[config.mk]
export PLATFORM = sky130hd
export DESIGN_NAME = krnl_partialknn_local_sp_reader
export DESIGN_NICKNAME = d
export VERILOG_FILES = /design/src/rtl/krnl_partialknn_local_sp_reader_pkg.sv /design/src/rtl/krnl_partialknn_local_sp_reader_fifo.sv /design/src/rtl/krnl_partialknn_local_sp_reader.sv
export SDC_FILE = /design/constraint.sdc
export NUM_CORES = 1
export LEC_CHECK = 0
export BUFFER_PORTS_ARGS = -buffer_cell sky130_fd_sc_hd__buf_2
export CAP_MARGIN = 20
export CORE_ASPECT_RATIO = 0.7
export CORE_MARGIN = 3
export CORE_UTILIZATION = 61
export CTS_CLUSTER_SIZE = 20
export DETAILED_ROUTE_END_ITERATION = 8
export GPL_ROUTABILITY_DRIVEN = 0
export PLACE_DENSITY_LB_ADDON = 0.2
export SLEW_MARGIN = 20
export SYNTH_ARGS = -nofsm -noshare
export SYNTH_HDL_FRONTEND = slang
export SYNTH_SLANG_ARGS = --single-unit
[constraint.sdc]
create_clock -name ap_clk -period 10.7 [get_ports ap_clk]
set_input_delay 0 -clock ap_clk [delete_from_list [all_inputs] [get_ports ap_clk]]
set_output_delay 0 -clock ap_clk [all_outputs]
set_load 0.02 [all_outputs]
[src/rtl/krnl_partialknn_local_sp_reader_pkg.sv]
// Shared defaults and FSM state type for the search-point reader.
// Widths/latency here are the defaults the reader and its testbench build against.
package krnl_partialknn_local_sp_reader_pkg;

  localparam int unsigned SP_DATA_WIDTH = 256;
  localparam int unsigned SP_ADDR_WIDTH = 11;
  localparam int unsigned SP_DEPTH      = 2048;
  localparam int unsigned SP_RD_LAT     = 2;
  localparam int unsigned SP_FIFO_DEPTH = 4;

  typedef enum logic [1:0] {
    ST_IDLE  = 2'd0,
    ST_RUN   = 2'd1,
    ST_DRAIN = 2'd2
  } sp_state_e;

endpackage

[src/rtl/krnl_partialknn_local_sp_reader_fifo.sv]
// First-word-fall-through FIFO with occupancy count; zero-latency head, one entry per cycle.
// Backpressure: head holds while rd_rdy_i is low; writes are refused only when full and not draining.
module krnl_partialKnn_sp_fifo #(
  parameter int unsigned WIDTH = 257,
  parameter int unsigned DEPTH = 4,
  localparam int unsigned CW   = $clog2(DEPTH + 1),
  localparam int unsigned PW   = (DEPTH > 1) ? $clog2(DEPTH) : 1
) (
  input  logic             clk_i,
  input  logic             rst_ni,
  input  logic             wr_vld_i,
  input  logic [WIDTH-1:0] wr_dat_i,
  output logic             rd_vld_o,
  input  logic             rd_rdy_i,
  output logic [WIDTH-1:0] rd_dat_o,
  output logic [CW-1:0]    count_o
);

  logic [WIDTH-1:0] mem_q [DEPTH];
  logic [PW-1:0]    wptr_q, rptr_q;
  logic [CW-1:0]    cnt_q;
  logic             wr_en, rd_en;

  function automatic logic [PW-1:0] ptr_inc(input logic [PW-1:0] p);
    return (p == PW'(DEPTH - 1)) ? '0 : p + PW'(1);
  endfunction

  assign rd_vld_o = (cnt_q != '0);
  assign rd_en    = rd_vld_o && rd_rdy_i;
  assign wr_en    = wr_vld_i && ((cnt_q != CW'(DEPTH)) || rd_en);
  assign rd_dat_o = mem_q[rptr_q];
  assign count_o  = cnt_q;

  always_ff @(posedge clk_i or negedge rst_ni) begin
    if (!rst_ni) begin
      wptr_q <= '0;
      rptr_q <= '0;
      cnt_q  <= '0;
    end else begin
      if (wr_en) wptr_q <= ptr_inc(wptr_q);
      if (rd_en) rptr_q <= ptr_inc(rptr_q);
      cnt_q <= cnt_q + CW'(wr_en) - CW'(rd_en);
    end
  end

  always_ff @(posedge clk_i) begin
    if (wr_en) mem_q[wptr_q] <= wr_dat_i;
  end

endmodule

[src/rtl/krnl_partialknn_local_sp_reader.sv]
// Streams num_words URAM entries from base_addr (wrapping) to the distance stage; first word RD_LAT+2 after start.
// Backpressure: reads issue only while in-flight plus buffered words fit the output FIFO, so nothing is dropped.
module krnl_partialknn_local_sp_reader
  import krnl_partialknn_local_sp_reader_pkg::*;
#(
  parameter int unsigned DATA_WIDTH = SP_DATA_WIDTH,
  parameter int unsigned ADDR_WIDTH = SP_ADDR_WIDTH,
  parameter int unsigned DEPTH      = SP_DEPTH,
  parameter int unsigned RD_LAT     = SP_RD_LAT,
  parameter int unsigned FIFO_DEPTH = SP_FIFO_DEPTH
) (
  input  logic                  ap_clk,
  input  logic                  ap_rst_n,
  input  logic                  start,
  input  logic [ADDR_WIDTH-1:0] base_addr,
  input  logic [ADDR_WIDTH:0]   num_words,
  output logic                  busy,
  output logic                  done,
  output logic [ADDR_WIDTH-1:0] mem_address0,
  output logic                  mem_ce0,
  output logic                  mem_we0,
  input  logic [DATA_WIDTH-1:0] mem_q0,
  output logic [DATA_WIDTH-1:0] out_data,
  output logic                  out_valid,
  input  logic                  out_ready,
  output logic                  out_last
);

  localparam int unsigned CW = $clog2(FIFO_DEPTH + 1);
  localparam logic [ADDR_WIDTH:0] DEPTH_W = (ADDR_WIDTH + 1)'(DEPTH);
  localparam logic [ADDR_WIDTH:0] ONE_W   = (ADDR_WIDTH + 1)'(1);

  sp_state_e             state_q, state_d;
  logic                  done_q, done_d;
  logic [ADDR_WIDTH-1:0] base_q;
  logic [ADDR_WIDTH:0]   num_q, issued_q;
  logic [RD_LAT-1:0]     sr_vld_q, sr_last_q;
  logic [CW-1:0]         fifo_cnt;
  logic [DATA_WIDTH:0]   fifo_head;
  logic [ADDR_WIDTH:0]   addr_sum;
  logic [31:0]           occ;
  logic                  start_ok, rd_last;

  assign start_ok = start && (state_q == ST_IDLE);
  assign rd_last  = (issued_q == num_q - ONE_W);
  assign addr_sum = {1'b0, base_q} + issued_q;
  assign mem_address0 = (addr_sum >= DEPTH_W) ? ADDR_WIDTH'(addr_sum - DEPTH_W)
                                              : addr_sum[ADDR_WIDTH-1:0];
  assign mem_we0  = 1'b0;
  assign busy     = (state_q != ST_IDLE);
  assign done     = done_q;

  // Words already committed to the FIFO: still in the URAM pipe plus already buffered.
  assign occ = 32'(fifo_cnt) + 32'($countones(sr_vld_q));

  always_comb begin
    state_d = state_q;
    done_d  = 1'b0;
    mem_ce0 = 1'b0;
    unique case (state_q)
      ST_IDLE: begin
        if (start) begin
          if (num_words == '0) done_d = 1'b1;
          else                 state_d = ST_RUN;
        end
      end
      ST_RUN: begin
        if ((issued_q < num_q) && (occ < FIFO_DEPTH)) begin
          mem_ce0 = 1'b1;
          if (rd_last) state_d = ST_DRAIN;
        end
      end
      ST_DRAIN: begin
        if (out_valid && out_ready && out_last) begin
          state_d = ST_IDLE;
          done_d  = 1'b1;
        end
      end
      default: state_d = ST_IDLE;
    endcase
  end

  always_ff @(posedge ap_clk or negedge ap_rst_n) begin
    if (!ap_rst_n) begin
      state_q   <= ST_IDLE;
      done_q    <= 1'b0;
      base_q    <= '0;
      num_q     <= '0;
      issued_q  <= '0;
      sr_vld_q  <= '0;
      sr_last_q <= '0;
    end else begin
      state_q <= state_d;
      done_q  <= done_d;
      if (start_ok) begin
        base_q   <= base_addr;
        num_q    <= num_words;
        issued_q <= '0;
      end else if (mem_ce0) begin
        issued_q <= issued_q + ONE_W;
      end
      // Valid/last ride alongside the URAM read pipe so mem_q0 is captured exactly when it lands.
      sr_vld_q  <= RD_LAT'({sr_vld_q, mem_ce0});
      sr_last_q <= RD_LAT'({sr_last_q, rd_last});
    end
  end

  krnl_partialKnn_sp_fifo #(
    .WIDTH (DATA_WIDTH + 1),
    .DEPTH (FIFO_DEPTH)
  ) u_fifo (
    .clk_i    (ap_clk),
    .rst_ni   (ap_rst_n),
    .wr_vld_i (sr_vld_q[RD_LAT-1]),
    .wr_dat_i ({sr_last_q[RD_LAT-1], mem_q0}),
    .rd_vld_o (out_valid),
    .rd_rdy_i (out_ready),
    .rd_dat_o (fifo_head),
    .count_o  (fifo_cnt)
  );

  assign out_data = fifo_head[DATA_WIDTH-1:0];
  assign out_last = out_valid && fifo_head[DATA_WIDTH];

endmodule

## After elaboration in Yosys (flattened, before gate mapping)

Memories as Yosys holds them, arrays and structs flattened.
Index checks and enable logic that the tools add are counted.

- Add/sub/neg operators: 10
- Magnitude comparators: 3
- Equality and inequality tests: 11
- Multiplexer cells: 19
- Reductions and logical operators: 13

Operator list:

| kind | count |
|---|---|
| 12-bit two-way mux | 2 |
| 2-bit two-way mux | 7 |
| 11-bit by 12-bit adder with 12-bit output | 1 |
| 12-bit by 1-bit adder with 12-bit output, second input constant | 1 |
| 12-bit equality test | 1 |
| 12-bit greater-or-equal comparator, second input constant | 1 |
| 12-bit zero test | 1 |
| 12-bit less-than comparator | 1 |
| 12-bit by 1-bit subtractor with 12-bit output, second input constant | 1 |
| 11-bit two-way mux | 1 |
| 11-bit by 1-bit subtractor with 11-bit output, second input constant | 1 |
| 2-bit inequality test, second input constant | 5 |
| 1-bit two-way mux | 7 |
| 2-bit equality test, second input constant | 3 |
| 1-bit logical AND | 6 |
| 2-bit one-hot mux with 3 select lines | 1 |
| 5-bit AND reduction | 1 |
| 2-bit by 1-bit adder with 2-bit output, second input constant | 2 |
| 3-bit by 2-bit adder with 4-bit output | 1 |
| 4-bit by 3-bit less-than comparator with 1-bit output, second input constant | 1 |
| 2-bit nonzero test | 2 |
| 3-bit by 1-bit adder with 3-bit output | 1 |
| 3-bit inequality test, second input constant | 1 |
| 3-bit nonzero test | 1 |
| 6 further kinds | 6 |

- Register bits after elaboration: 49
- Bits in writable memories: 1028
- Input port bits: 283
- Output and inout bits: 273
- Logic and storage cells: 67
- Memories: 1

Memories:

| name | words | bits a word | rd ports | clocked after memory_dff | wr ports | RTL line | source |
|---|---|---|---|---|---|---|---|
| u_fifo.mem_q | 4 | 257 | 1 | 0 | 1 | krnl_partialknn_local_sp_reader_fifo.sv:19 | `logic [WIDTH-1:0] mem_q [DEPTH];` |

## Depth between registers and ports, before layout

Gate-level depths: netlist of the first run.

- Depth after elaboration: 8
- Depth in mapped cells: 9
- Depth with buffers taken out: 9

## Cells and area by module

From an unflattened synthesis of the first run, not the netlist that was laid out.

- Cell total of the unflattened synthesis: 1724
- Area total of the unflattened synthesis: 40477.6 um2

By module, submodules not included:

| module | times used | cells an instance | area an instance (um2) | sequential area each (um2) |
|---|---|---|---|---|
| krnl_partialKnn_sp_fifo | 1 | 1381 | 37533.5 | 31044.8 |
| krnl_partialknn_local_sp_reader | 1 | 343 | 2944.1 | 1051.0 |

## Worst setup path before layout of the first run

Ideal clock, no wire load.

- Path type: register to register
- Start point: register u_fifo.cnt_q[2], in the netlist u_fifo.count_o[2]
- End point: memory u_fifo.mem_q[0][0] (enable)
- Library setup time: 0.651 ns
- Data arrival time: 6.589 ns
- Data required time: 10.049 ns
- Path slack: 3.460 ns
- Stages on the path, launching flop included: 4
- Buffers on the path: 0
- Period minus slack after synthesis: 7.240 ns
- Path through: dfrtp_1 > inv_1 > o41a_1 > and2_1

- Cells in the longest elaborated chain, start to end: 6
- Elaborated cells between the ends (all ways): 7
- Classes of those cells: 1 x eq/ne; 2 x mux; 4 x reduce/logical

Ends and longest elaborated chain:

| what | RTL line | source |
|---|---|---|
| start: declaration | krnl_partialknn_local_sp_reader_fifo.sv:21 | `logic [CW-1:0] cnt_q;` |
| start signal: assignment | krnl_partialknn_local_sp_reader_fifo.sv:42 | `cnt_q <= cnt_q + CW'(wr_en) - CW'(rd_en);` |
| 3-bit nonzero test | krnl_partialknn_local_sp_reader_fifo.sv:28 | `assign rd_vld_o = (cnt_q != '0);` |
| 1-bit logical AND | krnl_partialknn_local_sp_reader_fifo.sv:29 | `assign rd_en = rd_vld_o && rd_rdy_i;` |
| 1-bit logical OR (*) | krnl_partialknn_local_sp_reader_fifo.sv:30 | `assign wr_en = wr_vld_i && ((cnt_q != CW'(DEPTH)) \|\| rd_en);` |
| 1-bit logical AND (*) | krnl_partialknn_local_sp_reader_fifo.sv:30 |  |
| named net u_fifo.wr_en | krnl_partialknn_local_sp_reader_fifo.sv:22 | `logic wr_en, rd_en;` |
| 1-bit two-way mux (*) | krnl_partialknn_local_sp_reader_fifo.sv:47 | `if (wr_en) mem_q[wptr_q] <= wr_dat_i;` |
| 1-bit two-way mux (implied by the code) (*) | krnl_partialknn_local_sp_reader_fifo.sv:47 |  |
| end: declaration | krnl_partialknn_local_sp_reader_fifo.sv:19 |  |

Mark *: on every way through the listed nets, which the timed path passes. The rest lies on a longest branch.

## Worst setup path in the final report of the first run

- Start point: register u_fifo.rptr_q[0]
- End point: output port out_data[99]

- Cells in the longest elaborated chain, start to end: 1

Ends and longest elaborated chain:

| what | RTL line | source |
|---|---|---|
| start: declaration | krnl_partialknn_local_sp_reader_fifo.sv:20 | `logic [PW-1:0] wptr_q, rptr_q;` |
| start signal: assignment | krnl_partialknn_local_sp_reader_fifo.sv:41 | `if (rd_en) rptr_q <= ptr_inc(rptr_q);` |
| memory 4 x 257 bit | -- |  |
| end: declaration | krnl_partialknn_local_sp_reader.sv:23 | `output logic [DATA_WIDTH-1:0] out_data,` |

Every way passes these cells.

==> flow_metrics.tcl, run 1 <==
set metrics [dict create \
    clk_pin_slew_worst_paths_ns 0.06 \
    synthCells 1707 \
    final_util 0.769 \
    htree_levels 3 \
    syn_nets 2025 \
    cellLeakagePower_nw 17.5 \
    synth-edff-count 1028 \
    path_cells "buf_4, buf_4, mux4_2, buf_2" \
    io_buffers 554 \
    yosys.area.top_type "edfxtp_1" \
    worstSetupEndpointType "output pin" \
    max-slew-margin-rel 0.194 \
    antenna_found_initial 8 \
    coreArea_mm2 0.0650 \
    setup_tns_ns 0 \
    min_period_ns 4.07 \
    grt_pass1_vias 22200 \
    drtAntennaViolNets 0 \
    ir_drop_uv 309 \
    drc_errors 0 \
    synth_top_cell_area_share 0.768 \
    grt_max_degree 156 \
    die_y_um 221 \
    required_ns 10.70 \
    vias 21400 \
    finalHoldViolCount 0 \
    synth.avg_cell_area_um2 23.5 \
    crit_path_max_fanout 43 \
    skew_ns 0.0248 \
    highest_layer "met5" \
    cts_root_buf "clkbuf_16" \
    final_common_cell "edfxtp_1" \
    drtIter0Drc 2126 \
    drt-total-wl_um 96300 \
    syn_area_mm2 0.0402 \
    synthArstFlopShare 0.0455 \
    max_stage_delay_ns 0.88 \
    clock-sinks 1077 \
    grt_pass1_wl_um 142000 \
    avgRoutedWirePerCell_um 27.1 \
    clk_latency_ns 0.66 \
    start_util 0.618 \
    power.density_mw_per_mm2 288 \
    dp_slack_ns 7.23 \
    io_pins 556 \
    nets 2907 \
    numCtsBuffers 95 \
    ys_warn_count 0 \
    drive_gt1_frac 0.369 \
    rows 78 \
    die_x_um 313 \
    fmax_mhz 246 \
    maxSlewViolCount 0 \
    grt_overflow 0 \
    outcome "finished, final reports clean" \
    grt_setup_unrepaired "no" \
    area_growth_pct 24.3 \
    final_cell_mix "edfxtp_1, buf_2, dlygate4sd3_1" \
    drt_pass1_iterations 5 \
    maxCapViolations 0 \
    met1_length_um 35000 \
    setup_viol_count_final 0 \
    synth.distinct_cells 57 \
    setup_slack_ns 6.63 \
    cts_tree "yes" \
    finalCritPeriodShare 0.380 \
    synth_area_leaders "edfxtp_1, mux4_2, dfrtp_1, ha_1, nand2_1" \
    synth_flop_cell "edfxtp_1" \
    path_common_cell "buf_4" \
    cp-start-kind "flip-flop" \
    wl_met3_um 7420 \
    track_usage 0.280 \
    dr_wl_met2_um 50400 \
    crit_slowest_cell "dfrtp_4" \
    worstMarginPinSlew_ns 1.21 \
    crit_arrival_ns 4.07 \
    clk_path_buf_depth 3 \
    hold_path_class "input port to flip-flop" \
    dp_hpwl_um 53600 \
    cts_setup_buffers 0 \
    crit_type "flip-flop to output pin" \
    p_total_mw 14.4 \
    ys_ff_latch 1077 \
    vias_per_cell 6.01 \
    ys_seq_area_frac 0.798 \
    die_area_mm2 0.0691 \
]
flip-flops by register name, summed over array words and instances, names as in the netlist:
| signal | count |
|---|---|
| sr_last_q | 2 |
| u_fifo.rptr_q | 2 |
| num_q | 12 |
| state_q | 2 |
| u_fifo.wptr_q | 2 |
| u_fifo.mem_q | 1028 |
| u_fifo.count_o | 3 |
| issued_q | 12 |
| base_q | 11 |
| done | 1 |
| sr_vld_q | 2 |
per-stage QoR:
| step | std cells | hold slack [ns] | cell area [um2] |
|---|---|---|---|
| final | 3554 | 0.0972 | 50000 |
| after CTS | 3546 | 0.0370 | 50000 |
| after floorplan | 1707 | -0.296 | 40200 |
| after global routing | 3552 | 0.0736 | 50000 |
| after detailed placement | 3089 | 0.163 | 44000 |
| after global placement | 3089 | 0.151 | 44000 |
worst paths after layout:
| path | end | slack [ns] | from | depth (start not counted) |
|---|---|---|---|---|
| max reg2reg | u_fifo.mem_q[1][199]$_DFFE_PP_ | 7.74 | u_fifo.count_o[2]$_DFF_PN0_ | 4 |
| min in group asynchronous | issued_q[6]$_DFFE_PN0P_ | 0.59 | ap_rst_n | 4 |
| max in group asynchronous | u_fifo.rptr_q[0]$_DFFE_PN0P_ | 9.61 | ap_rst_n | 4 |
| min reg2reg | sr_last_q[1]$_DFF_PN0_ | 0.36 | sr_last_q[0]$_DFF_PN0_ | 0 |
| max | out_data[99] | 6.63 | u_fifo.rptr_q[0]$_DFFE_PN0P_ | 4 |
| min | u_fifo.mem_q[0][213]$_DFFE_PP_ | 0.1 | mem_q0[213] | 2 |
critical path, delay by kind of cell (launching register included):
family,cells,cell delay [ns]
buffers and inverters,3,1.74
flip-flops,1,0.88
multiplexers,1,0.67
timing repair:
item / in CTS / in global routing
gates resized for setup: 0 / 0
hold buffers: 283 / 0
hold endpoints to repair: 1104 / 0
report_power, final:
group          total (mW)  switching, mW  internal (mW)
clock                3.49           1.49           2.00
sequential           6.03          0.400           5.63
combinational        4.87           2.99           1.88
final cells by class:
type	instances	area [um2]
multi-input cells	531	7700
repair buffers	853	5800
inverters	31	116
flip-flops and latches	1077	32100
fillers	3388	15000
diodes	8	20.0
well taps	880	1100
clock buffers	122	2540
clock inverters	52	604
cell usage after synthesis, types with 4 or more instances:
cell type	count
edfxtp_1	1028
mux4_2	257
nand2_1	64
dfrtp_1	49
clkbuf_1	34
ha_1	33
inv_1	31
buf_2	25
o21ai_0	25
xnor2_1	17
a21oi_1	14
nor2_1	9
and2_1	8
nor3_1	8
xor2_1	8
buf_1	7
nand3_1	7
nand4_1	5
nor4_1	5
or3_1	5
or4_1	5
a21o_1	4
o211ai_1	4
o31ai_1	4
routing by layer:
metal | GRT usage | up-vias
met3 | 0.0671 | 195
met1 | 0.365 | 11200
met4 | 0.104 | 2
met5 | 0.00207 | -
li1 | - | 8957
met2 | 0.470 | 976
kinds of logic after synthesis:
family,share of synthesized area
xor gates and xnor gates,0.00545
muxes,0.146
other,0.0000933
AOI/OAI and AO/OA,0.0114
and+or+nand+nor,0.0176
DFF,0.798
buffers and inverters,0.0103
adders and majority gates,0.0113
(Power assumes the default switching activity.)
==> run 2, diff against run 1 <==
Settings changed: CORE_UTILIZATION 61 to 57.
Clock period 10.7 ns to 3.8 ns, I/O delays scaled along.
==> run 2 against run 1 <==
Sequential share of layout area fell by 0.78 points. Wire length fell by 5.1%. Via count fell by 2.1%. Setup slack got worse by 5.8 ns. Worst hold slack improved by 0.0067 ns. Largest cell class unchanged. Combinational power rose to 2.9 times the previous value. Clock power rose to 2.9 times the previous value. Global-route usage fell by 2.9 points.
==> flow_metrics.tcl, run 2 (same netlist as run 1, synthesis figures left out) <==
set metrics [dict create \
    power.density_mw_per_mm2 808 \
    skew_ns 0.0256 \
    final_common_cell "edfxtp_1" \
    grt_pass1_wl_um 139000 \
    cp-start-kind "flip-flop" \
    start_util 0.583 \
    grt_overflow 0 \
    nets 2942 \
    max-slew-margin-rel 0.329 \
    io_pins 556 \
    drc_errors 0 \
    drtIter0Drc 1624 \
    min_period_ns 2.94 \
    cts_root_buf "clkbuf_16" \
    area_growth_pct 25.9 \
    largest-register "u_fifo.mem_q" \
    worstMarginPinSlew_ns 1.01 \
    antenna_found_initial 14 \
    numCtsBuffers 96 \
    clk_pin_slew_worst_paths_ns 0.08 \
    clk_path_buf_depth 3 \
    final_cell_mix "edfxtp_1, buf_2, dlygate4sd3_1" \
    setup_viol_count_final 0 \
    ir_drop_uv 577 \
    crit_path_max_fanout 6 \
    grt_setup_unrepaired "no" \
    io_buffers 554 \
    htree_levels 3 \
    hold_path_class "input port to flip-flop" \
    clock-sinks 1077 \
    finalCritPeriodShare 0.774 \
    drtAntennaViolNets 0 \
    dp_slack_ns 1.33 \
    die_area_mm2 0.0738 \
    maxCapViolations 0 \
    drt_pass1_iterations 5 \
    vias 20900 \
    maxSlewViolCount 0 \
    coreArea_mm2 0.0690 \
    clk_latency_ns 0.66 \
    final_util 0.734 \
    crit_type "flip-flop to output pin" \
    rows 80 \
    whs_ns 0.104 \
    crit_arrival_ns 2.94 \
    avgRoutedWirePerCell_um 25.3 \
    worstSetupEndpointType "output pin" \
    finalHoldViolCount 0 \
    die_y_um 228 \
    largest_reg_flops 1028 \
    setup_slack_ns 0.858 \
    cts_tree "yes" \
    track_usage 0.251 \
    grt_pass1_vias 22400 \
    fillers 3832 \
    drive_gt1_frac 0.379 \
    cellLeakagePower_nw 17.8 \
    outcome "finished, final reports clean" \
    die_x_um 323 \
    cts-resized-gates 0 \
    dp_hpwl_um 53800 \
    fmax_mhz 340 \
    drt-total-wl_um 91400 \
    required_ns 3.80 \
    grt_max_degree 95 \
    vias_per_cell 5.79 \
    top_regs "u_fifo.mem_q (1028), issued_q (12), num_q (12)" \
]
==> run 2: cell types whose count changed in the layout (fill, tap and decap cells not counted), sizes merged <==
cell	change
clkinv	+6
clkbuf	-11
clkinvlp	+1
inv	+2
diode	+3
dlygate4sd3	+1
bufinv	+2
buf	+33
==> run 2: layout make-up <==
class | instances | area, um2 | area share
clock buffer | 111 | 2480 | 0.0490
clock inverter | 63 | 754 | 0.0149
multi-input combinational | 531 | 7700 | 0.152
antenna | 11 | 27.5 | 0.000544
inverter | 31 | 116 | 0.00230
sequential | 1077 | 32100 | 0.634
tap | 902 | 1130 | 0.0223
timing repair buffer | 887 | 6290 | 0.124
==> run 2: metal layers <==
layer | GRT usage | share of wire | vias up
li1 | - | - | 9051
met5 | 0 | 0.00044 | -
met2 | 0.418 | 0.52 | 775
met4 | 0.0851 | 0.031 | 6
met3 | 0.0638 | 0.071 | 172
met1 | 0.326 | 0.38 | 10900
==> run 2: per-stage QoR <==
stage          total power, mW  cell area, um2  instances  setup TNS [ns]
2_1_floorplan             26.1           40200       1707         -562.03
3_3_place_gp              30.6           44500       3143               0
3_5_place_dp              30.9           44500       3143               0
4_1_cts                   41.2           50600       3602               0
5_1_grt                   42.6           50600       3611               0
6_report                  40.9           50600       3613               0
==> run 2: worst max-delay path: stages (launching register included) <==
cell	delay, ns
dfrtp_1	0.44
ha_1	0.21
inv_1	0.06
fa_1	0.39
nor2b_1	0.12
o21ai_0	0.12
a21o_1	0.22
a31oi_1	0.27
and4_1	0.24
nor3_1	0.05
buf_2	0.19
==> run 2: power by group <==
group	total, mW	switching (mW)	internal, mW
Clock	9.97	4.25	5.73
Combinational	14.1	8.47	5.65
Sequential	16.8	1.00	15.8
==> run 2: path summary, 6_finish.rpt <==
| kind | startpoint | end | slack (ns) | cells after the start |
|---|---|---|---|---|
| worst min register to register | sr_last_q[0]$_DFF_PN0_ | sr_last_q[1]$_DFF_PN0_ | 0.36 | 0 |
| min in group asynchronous | ap_rst_n | done$_DFF_PN0_ | 0.50 | 4 |
| worst min-delay path | mem_q0[141] | u_fifo.mem_q[0][141]$_DFFE_PP_ | 0.10 | 2 |
| worst max register to register | num_q[1]$_DFFE_PN0P_ | state_q[1]$_DFFE_PN0P_ | 1.30 | 8 |
| worst max-delay path | issued_q[0]$_DFFE_PN0P_ | mem_address0[10] | 0.86 | 10 |
| max in group asynchronous | ap_rst_n | base_q[9]$_DFFE_PN0P_ | 2.90 | 4 |
==> run 2: what timing repair did <==
item | 4_1_cts | 5_1_grt
hold endpoints to repair | 1104 | 0
hold buffers | 285 | 0
buffers inserted | 0 | 0
